File: src/rtl/keypad_pkg.sv
// Shared types and constants for the matrix keypad scanner.
package keypad_pkg;

  localparam int NUM_ROWS = 4;
  localparam int NUM_COLS = 3;

  // Codes the game core treats as submit keys.
  localparam logic [3:0] KEY_SUBMIT_LETTER = 4'd9;   // R3C0
  localparam logic [3:0] KEY_SUBMIT_WORD   = 4'd11;  // R3C2

  typedef enum logic [1:0] {
    SCAN     = 2'd0,
    DEBOUNCE = 2'd1,
    HELD     = 2'd2,
    RELEASE  = 2'd3
  } state_e;

  // Bit position of the set bit in a one-hot vector (0 when nothing is set).
  function automatic logic [1:0] onehot_to_idx(input logic [NUM_ROWS-1:0] v);
    logic [1:0] idx;
    idx = '0;
    for (int i = 0; i < NUM_ROWS; i++) begin
      if (v[i]) idx = idx | 2'(i);
    end
    return idx;
  endfunction

endpackage

File: src/rtl/scan_tick_gen.sv
// Free-running divider: one-cycle tick every SCAN_DIV clocks, on terminal count.
module scan_tick_gen #(
  parameter int SCAN_DIV = 1000
) (
  input  logic clk,
  input  logic rst,
  output logic tick
);

  localparam int            CW   = (SCAN_DIV > 1) ? $clog2(SCAN_DIV) : 1;
  localparam logic [CW-1:0] LAST = CW'(SCAN_DIV - 1);

  logic [CW-1:0] cnt_q, cnt_d;

  // Next count: wrap to zero after the terminal count.
  always_comb begin
    cnt_d = (cnt_q == LAST) ? '0 : cnt_q + CW'(1);
  end

  // Counter register.
  always_ff @(posedge clk) begin
    if (rst) cnt_q <= '0;
    else     cnt_q <= cnt_d;
  end

  assign tick = (cnt_q == LAST);

endmodule

File: src/rtl/keypad_scanner.sv
// 4x3 matrix keypad scanner: one-hot column drive, row sampling once per
// column dwell, press/release debounce, one key_valid strobe per press.
// Optional build macro KEYPAD_AUTO_REPEAT_EN: re-strobes key_valid every
// REPEAT_SAMPLES ticks while a key stays held.
// DEBOUNCE_SAMPLES is expected to be at least 2.
module keypad_scanner
  import keypad_pkg::*;
#(
  parameter int SCAN_DIV         = 1000,
  parameter int DEBOUNCE_SAMPLES = 8,
  parameter int REPEAT_SAMPLES   = 50
) (
  input  logic                clk,
  input  logic                rst,
  input  logic [NUM_ROWS-1:0] row,
  output logic [NUM_COLS-1:0] col,
  output logic                key_valid,
  output logic [3:0]          key_code,
  output logic                key_held,
  output logic                multi_press
);

  localparam int               CNT_W    = $clog2(DEBOUNCE_SAMPLES + 1);
  localparam logic [CNT_W-1:0] CNT_MAX  = CNT_W'(DEBOUNCE_SAMPLES);
  localparam logic [CNT_W-1:0] CNT_LAST = CNT_W'(DEBOUNCE_SAMPLES - 1);

  logic tick;

  state_e              state_q, state_d;
  logic [NUM_COLS-1:0] col_q, col_d;
  logic [CNT_W-1:0]    cnt_q, cnt_d;
  logic [NUM_ROWS-1:0] pat_q, pat_d;
  logic [3:0]          pend_code_q, pend_code_d;
  logic [3:0]          key_code_q, key_code_d;
  logic                key_valid_q, key_valid_d;
  logic                key_held_q, key_held_d;
  logic                multi_q, multi_d;

`ifdef KEYPAD_AUTO_REPEAT_EN
  localparam int               REP_W    = $clog2(REPEAT_SAMPLES + 1);
  localparam logic [REP_W-1:0] REP_LAST = REP_W'(REPEAT_SAMPLES - 1);
  logic [REP_W-1:0] rep_q, rep_d;
`else
  logic unused_repeat_samples;
  assign unused_repeat_samples = ^REPEAT_SAMPLES;
`endif

  scan_tick_gen #(.SCAN_DIV(SCAN_DIV)) u_tick (
    .clk  (clk),
    .rst  (rst),
    .tick (tick)
  );

  logic                row_zero, row_multi;
  logic [1:0]          row_r, col_c;
  logic [3:0]          row_code;
  logic [NUM_COLS-1:0] col_next;
  logic [CNT_W-1:0]    cnt_inc;

  // Row decode for the current sample and the code it would produce.
  always_comb begin
    row_zero  = (row == '0);
    row_multi = ((row & (row - 4'd1)) != '0);
    // row[3] is R0, so the row number counts down from the top bit.
    row_r     = 2'(NUM_ROWS - 1) - onehot_to_idx(row);
    col_c     = onehot_to_idx({1'b0, col_q});
    row_code  = ({2'b00, row_r} * 4'd3) + {2'b00, col_c};
    col_next  = {col_q[NUM_COLS-2:0], col_q[NUM_COLS-1]};
    cnt_inc   = (cnt_q == CNT_MAX) ? cnt_q : cnt_q + CNT_W'(1);
  end

  // Next-state and registered-output logic; everything advances only on a tick.
  always_comb begin
    // NOTE: every signal written here gets a default first, so no path can
    // leave it unassigned and infer a latch; combinational blocks use '='.
    state_d     = state_q;
    col_d       = col_q;
    cnt_d       = cnt_q;
    pat_d       = pat_q;
    pend_code_d = pend_code_q;
    key_code_d  = key_code_q;
    key_held_d  = key_held_q;
    key_valid_d = 1'b0;
    multi_d     = 1'b0;
`ifdef KEYPAD_AUTO_REPEAT_EN
    rep_d       = rep_q;
`endif
    if (tick) begin
      case (state_q)
        SCAN: begin
          if (row_zero) begin
            col_d = col_next;
          end else if (row_multi) begin
            multi_d = 1'b1;
            col_d   = col_next;
          end else begin
            pat_d       = row;
            pend_code_d = row_code;
            cnt_d       = CNT_W'(1);
            state_d     = DEBOUNCE;
          end
        end
        DEBOUNCE: begin
          if (row == pat_q) begin
            cnt_d = cnt_inc;
            if (cnt_q == CNT_LAST) begin
              key_valid_d = 1'b1;
              key_code_d  = pend_code_q;
              key_held_d  = 1'b1;
              state_d     = HELD;
`ifdef KEYPAD_AUTO_REPEAT_EN
              rep_d       = '0;
`endif
            end
          end else begin
            // Bounce: resume scanning from the column we are parked on.
            state_d = SCAN;
          end
        end
        HELD: begin
          if (row_zero) begin
            cnt_d   = CNT_W'(1);
            state_d = RELEASE;
          end
`ifdef KEYPAD_AUTO_REPEAT_EN
          else if (rep_q == REP_LAST) begin
            rep_d       = '0;
            key_valid_d = 1'b1;
          end else begin
            rep_d = rep_q + REP_W'(1);
          end
`endif
        end
        RELEASE: begin
          if (row_zero) begin
            cnt_d = cnt_inc;
            if (cnt_q == CNT_LAST) begin
              key_held_d = 1'b0;
              col_d      = col_next;
              state_d    = SCAN;
            end
          end else begin
            cnt_d   = '0;
            state_d = HELD;
`ifdef KEYPAD_AUTO_REPEAT_EN
            rep_d   = '0;
`endif
          end
        end
        default: state_d = SCAN;
      endcase
    end
  end

  // State and output registers with synchronous reset.
  always_ff @(posedge clk) begin
    // NOTE: sequential state uses '<=' so all flops update from pre-edge values.
    if (rst) begin
      state_q     <= SCAN;
      col_q       <= 3'b001;
      cnt_q       <= '0;
      pat_q       <= '0;
      pend_code_q <= '0;
      key_code_q  <= '0;
      key_valid_q <= 1'b0;
      key_held_q  <= 1'b0;
      multi_q     <= 1'b0;
`ifdef KEYPAD_AUTO_REPEAT_EN
      rep_q       <= '0;
`endif
    end else begin
      state_q     <= state_d;
      col_q       <= col_d;
      cnt_q       <= cnt_d;
      pat_q       <= pat_d;
      pend_code_q <= pend_code_d;
      key_code_q  <= key_code_d;
      key_valid_q <= key_valid_d;
      key_held_q  <= key_held_d;
      multi_q     <= multi_d;
`ifdef KEYPAD_AUTO_REPEAT_EN
      rep_q       <= rep_d;
`endif
    end
  end

  assign col         = col_q;
  assign key_valid   = key_valid_q;
  assign key_code    = key_code_q;
  assign key_held    = key_held_q;
  assign multi_press = multi_q;

endmodule
File: config.mk
export PLATFORM = sky130hd
export DESIGN_NAME = keypad_scanner
export DESIGN_NICKNAME = d
export VERILOG_FILES = /design/src/rtl/keypad_pkg.sv /design/src/rtl/scan_tick_gen.sv /design/src/rtl/keypad_scanner.sv
export SDC_FILE = /design/constraint.sdc
export NUM_CORES = 1
export LEC_CHECK = 0
export ABC_CLOCK_PERIOD_IN_PS = 3400
export BUFFER_PORTS_ARGS = -buffer_cell sky130_fd_sc_hd__buf_2
export CORE_AREA = 5 5 72 68
export CTS_CLUSTER_DIAMETER = 100
export DETAILED_ROUTE_END_ITERATION = 16
export DIE_AREA = 0 0 77 73
export PLACE_DENSITY = 0.71
export SLEW_MARGIN = 20
export SYNTH_ARGS = -nofsm -noshare
export SYNTH_HDL_FRONTEND = slang
export SYNTH_HIERARCHICAL = 1
export SYNTH_SLANG_ARGS = --single-unit
File: constraint.sdc
create_clock -name clk -period 3.4 [get_ports clk]
set_clock_uncertainty 0.15 [all_clocks]
set_input_delay 0.51 -clock clk [delete_from_list [all_inputs] [get_ports clk]]
set_output_delay 0.51 -clock clk [all_outputs]
set_load 0.01 [all_outputs]
After elaboration in Yosys (flattened, before gate mapping)
Index checks and enable logic that the tools add are counted.
{"block": "totals", "regBits": 34, "latch_bits": 0, "ramBits": 0, "rom_bits": 0, "inputBits": 6, "out_inout_bits": 10, "elab_cells": 86, "mem_count": 0}
{"block": "op_classes", "addsub": 5, "multipliers": 1, "div": 0, "magnitude_cmp": 0, "eq_ne": 17, "shifts": 0, "n_mux": 32, "bitwise_logic": 7, "n_reduce_logical": 14}
{"cell": "$mux 4", "n": 6}
{"cell": "$mux 2", "n": 10}
{"cell": "$pmux 4 s4", "n": 1}
{"cell": "$ne 2x2->1 const B", "n": 7}
{"cell": "$mux 3", "n": 4}
{"cell": "$reduce_and 6->1", "n": 2}
{"cell": "$add 10x1->10 const B", "n": 1}
{"cell": "$eq 10x10->1 const B", "n": 1}
{"cell": "$reduce_and 5->1", "n": 2}
{"cell": "$ne 3x3->1 const B", "n": 3}
{"cell": "$mux 1", "n": 8}
{"cell": "$pmux 2 s4", "n": 1}
{"cell": "$reduce_and 4->1", "n": 2}
{"cell": "$reduce_or 4->1", "n": 2}
{"cell": "$not 1->1", "n": 6}
{"cell": "$pmux 3 s2", "n": 1}
{"cell": "$add 4x1->4 const B", "n": 1}
{"cell": "$add 4x2->4", "n": 1}
{"cell": "$and 4x4->4", "n": 1}
{"cell": "$eq 2x2->1 const B", "n": 2}
{"cell": "$eq 4x3->1 const B", "n": 1}
{"cell": "$eq 4x4->1", "n": 1}
{"cell": "$eq 4x4->1 const B", "n": 1}
{"cell": "$logic_not 4->1", "n": 1}
{"cell": "9 further kinds", "n": 10}

Depth between registers and ports, before layout
{"block": "depth", "ltp_word": 6, "depth_mapped": 9, "depth_no_buf": 8}

Hierarchy
Netlist, hierarchy kept.
{"mod": "keypad_scanner", "instances": 1, "cells_each": 159, "area_per_inst_um2": 1428.9, "seq_area_each_um2": 480.5}
{"mod": "scan_tick_gen", "instances": 1, "cells_each": 56, "area_per_inst_um2": 513.0, "seq_area_each_um2": 200.2}

Least setup slack after synthesis
OpenSTA, ideal clock, no wires.
{"block": "synth_timing", "path_type": "in2reg", "from": "in row[2]", "to": "reg pend_code_q[2]", "setup_time_ns": 0.086, "arrival_time_ns": 2.306, "t_required_ns": 3.164, "setup_slack_ns": 0.859, "path_stages": 8, "path_buffers": 1, "cell_sequence": "buf_4 > or2_2 > fa_1 > inv_1 > ha_1 > inv_1 > fa_1 > a211oi_1"}
{"block": "synth_via", "elab_chain_len": 5, "elab_cells_between_ends": 12, "cone_classes": "add/sub: 3; mul: 1; mux: 2; bitwise: 3; reduce/logical: 3"}
{"element": "from (decl)", "line_no": "keypad_scanner.sv:15", "text": "input logic [NUM_ROWS-1:0] row,"}
{"element": "$mux 2 / $sub 4x1->4 (equally long branches)", "line_no": "keypad_pkg.sv:23, keypad_scanner.sv:63"}
{"element": "$mux 2 / $and 4x4->4 (equally long branches)", "line_no": "keypad_pkg.sv:23, keypad_scanner.sv:63"}
{"element": "$sub 2x2->2 / $reduce_bool 4->1 (equally long branches)", "line_no": "keypad_scanner.sv:65, keypad_scanner.sv:63"}
{"element": "$mul 2x2->4 / $not 1->1 (equally long branches)"}
{"element": "$add 4x2->4 / $reduce_and 4->1 (equally long branches)"}
{"element": "to (signal assigned)", "line_no": "keypad_scanner.sv:176", "text": "pend_code_q <= pend_code_d;"}
{"element": "to (decl)", "line_no": "keypad_scanner.sv:33", "text": "logic [3:0] pend_code_q, pend_code_d;"}
Several ways; a longest one is shown, not always the timed one.
A chain may end at the register's enable or synchronous reset.

Final worst setup path
{"block": "layout_timing", "from": "reg u_tick.cnt_q[0]", "to": "reg pend_code_q[1]"}
{"block": "layout_via", "elab_chain_len": 2}
{"element": "from (decl)", "line_no": "scan_tick_gen.sv:13", "text": "logic [CW-1:0] cnt_q, cnt_d;"}
{"element": "from (signal assigned)", "line_no": "scan_tick_gen.sv:23", "text": "else cnt_q <= cnt_d;"}
{"element": "$eq 10x10->1", "line_no": "scan_tick_gen.sv:26", "text": "assign tick = (cnt_q == LAST);"}
{"element": "named net tick", "line_no": "keypad_scanner.sv:27", "text": "logic tick;"}
{"element": "$reduce_and 4->1 (no source line)"}
The timed path passes the listed nets, and every way through them passes these cells.

==> summary.md <==
| Metric | Value |
|---|---|
| Crit-path leading delay family | `simple AND/OR/NAND/NOR gates` |
| Worst vdd ir | `0.2233 mV` |
| Post CTS Setup Buffer Count | `0` |
| Average via count per standard cell | `between 5 and 6` |
| Critical Path Max Stage Delay | `roughly 0.5 ns` |
| Post-synth EDFFs | `0` |
| Final Core Density | `about half` |
| Clock Power Share | `49.7%` |
| Initial Util | `~47%` |
| Remaining DRCs | `0` |
| Syn Inst Count | `between 200 and 250` |
| Multi-input gate area | `around 0.0011 mm^2` |
| Largest area contributor in the netlist | `dfxtp_1` |
| Routed vias | `1547` |
| Worst Path Arrival | `approximately 2.4 ns` |
| Post-CTS Hold Buffers | `0` |
| Vias in the first global route | `around 1400` |
| Crit end category | `flop` |
| Syn Area/Cell | `around 9 um^2` |
| Drt total wl | `3826 um` |
| Final slew viol count | `0` |
| Top Ports | `16` |
| Placed cell count | `about 270` |
| Synth top area share | `between 30% and 40%` |
| Worst Reg-to-Reg Cells | `7` |
| Seq/Total Area, Yosys | `35.05%` |
| Core Area | `0.004173 mm^2` |
| Fmax | `between 400 and 500 MHz` |
| Layout cells sized above 1 | `about a fifth` |
| R2R Setup Slk | `~1.0 ns` |
| Unrepaired setup endpoints after global routing | `no` |
| P_sw | `0.1990 mW` |
| Final setup viols | `0` |
| Sw Share | `roughly 22%` |
| Area of the die | `0.005621 mm^2` |
| Top-count cell post-synth | `dfxtp_1` |
| HP Class | `flop to flop` |
| CTS tree | `built` |
| Area growth syn-to-layout | `9.729%` |
| End of the worst register-to-register path | `pend_code_q[1]$_SDFFE_PP0P_` |
| RD Place Congestion | `just under 0.8` |
| Max FO, Critical Path | `10` |
| Clock Latency Late Sink | `between 0.2 and 0.3 ns` |
| Non-filler cells, final | `around 280` |
| Buf+Inv Stages, Crit Path | `0` |
| Die height | `73 um` |
| CP Depth | `7` |
| Iter 0 DRT Violations | `95` |
| Fin crit share | `~70%` |
| Clock buffer depth | `2` |
| Comb power frac | `under 10%` |
| 1st-pass router iterations | `4` |
| Post-synth net total | `~230` |
| Antenna viol nets, final | `0` |
| Initial antenna violation count | `0` |
| Port Buffers | `15` |
| Pleak | `between 0.7 and 0.8 nW` |
| Final Hold Fails | `0` |
| Yosys reg bits | `34` |
| Synth Flop Type | `dfxtp_1` |
| Root Driver | `clkbuf_8` |
| # fillers | `385` |
| Chip width | `a little under 80 um` |
| Power per cell area | `about 430 mW/mm^2` |
| CTS Sinks | `34` |
| Tmin final | `approximately 2.4 ns` |
| Status | `complete, no violations` |
| WHS Endpoint | `u_tick/cnt_q[0]$_SDFF_PP0_` |
| Post-detail-place hpwl | `approximately 2600 um` |
| Final nets | `around 240` |
| Clock slew seen by the registers of the worst setup and hold paths | `0.08 ns` |
| Sequential share of power | `44.6%` |
| Critical Path RT | `around 3.4 ns` |
| Critical path cell sequence | `ha_1 -> and4bb_4 -> and3_2 -> nand2_1 -> a21oi_2 -> mux2i_1 -> nor2_1` |
| Routed len/inst | `around 14 um` |
| Gr usage total | `about 14%` |
| Htree depth | `2` |
| Worst rel slew slack | `56.36%` |
| Worst setup SP type | `flop` |
| Worst Tran Pin Value | `approximately 0.65 ns` |
| Hold depth | `1` |
| FF/Latch Area | `between 600 and 700 um^2` |
| Cell Rows | `23` |
| Cts bufs inserted | `5` |
| N_diodes | `0` |
| Post-layout power | `roughly 0.91 mW` |
| Resized Gates After CTS | `0` |
| Hold Path Origin | `u_tick/cnt_q[0]$_SDFF_PP0_` |
| Reg2reg start | `u_tick/cnt_q[0]$_SDFF_PP0_` |
| Crit path kind | `flop to flop` |
| Pin count of the biggest net entering global routing | `32` |
| Main area contributors after synthesis | `dfxtp_1 35%, mux2i_1 5.7%, nor2_1 4.1%` |
| Synth cell count leaders | `34 x dfxtp_1, 21 x nor2_1, 15 x inv_1, 11 x mux2i_1, 9 x nand2_1` |
| Pint | `a little over 0.7 mW` |
| Synthesized cell area | `around 0.002 mm^2` |
| TNS Setup | `0 ns` |
| Max-Cap Viols | `0` |
| Netlist cell types | `62` |
| Synth warnings | `6` |
| FFs w/ async S/R, synth | `0%` |
| CP max-delay cell | `a21oi_2` |
| First-pass GRT wire length | `roughly 6400 um` |
| Total gr overflow | `0` |
cell type report:
| type | instances | area share, % |
|---|---|---|
| Clock buffer | 5 | 3.230 |
| Clock inverter | 3 | 3.230 |
| Inverter | 15 | 2.642 |
| Multi-Input combinational cell | 153 | 52.50 |
| Sequential cell | 34 | 31.94 |
| Tap cell | 50 | 2.936 |
| Timing Repair Buffer | 15 | 3.523 |
worst max path at each step:
| stage | startpoint | endpoint | slack [ns] |
|---|---|---|---|
| CTS | u_tick/cnt_q[0]$_SDFF_PP0_ | pend_code_q[1]$_SDFFE_PP0P_ | 1.01 |
| detailed placement | row[3] | pend_code_q[2]$_SDFFE_PP0P_ | 0.72 |
| global route | u_tick/cnt_q[0]$_SDFF_PP0_ | pat_q[2]$_SDFFE_PP0P_ | 0.88 |
| global placement | row[3] | pend_code_q[2]$_SDFFE_PP0P_ | 0.76 |
| floorplan | row[2] | pend_code_q[2]$_SDFFE_PP0P_ | 0.86 |
| finish | u_tick/cnt_q[0]$_SDFF_PP0_ | pend_code_q[1]$_SDFFE_PP0P_ | 1.01 |
power groups by stage:
stage	combinational, mW	sequential [mW]	clock [mW]
2_1_floorplan	0.0432	0.415	0
3_3_place_gp	0.0505	0.417	0
3_5_place_dp	0.0518	0.417	0
4_1_cts	0.0527	0.407	0.466
5_1_grt	0.0577	0.408	0.482
6_report	0.0527	0.407	0.454
per-layer routing:
layer	vias up	part of all wire, %	track usage (%)
li1	790	-	-
met1	722	48	17.49
met2	27	46	22.43
met3	8	3.6	4.074
met4	0	2.3	7.634
met5	-	0	0
sequential cells by signal, indices dropped and copies added, names as in the netlist:
| register | count |
|---|---|
| key_held | 1 |
| pat_q | 4 |
| state_q | 2 |
| col | 3 |
| cnt_q | 4 |
| u_tick/cnt_q | 10 |
| key_valid | 1 |
| pend_code_q | 4 |
| multi_press | 1 |
| key_code | 4 |
per-stage QoR:
step	hold WS, ns	worst slack (ns)	cell area [um^2]
finish	0.3228	1.007	2131
global route	0.3557	0.8840	2131
CTS	0.3295	1.011	2131
detailed placement	0.3114	0.7245	1993
global placement	0.3129	0.7582	1993
floorplan	0.2911	0.8587	1942
logic make-up (layout without fill, tap and decap cells):
family	after synthesis	in the layout	synth area share, %
buffers and inverters	28	38	7.345
AOI/OAI and AO/OA	42	42	15.53
and+or+nand+nor	83	83	26.03
xor gates and xnor gates	9	9	4.446
adders and majority gates	8	8	5.928
muxes	11	11	5.670
DFF	34	34	35.05
placed cells by master (no fill, tap or decap), types with 6 or more instances in the layout:
| master | n |
|---|---|
| dfxtp_1 | 34 |
| nor2_1 | 21 |
| inv_1 | 15 |
| buf_2 | 15 |
| mux2i_1 | 11 |
| nand2_1 | 9 |
| a21oi_1 | 8 |
| nand3_1 | 7 |
| nand2b_1 | 6 |
| o21ai_0 | 6 |
| ha_1 | 6 |
Note: power is estimated with default switching activity, not from simulation.
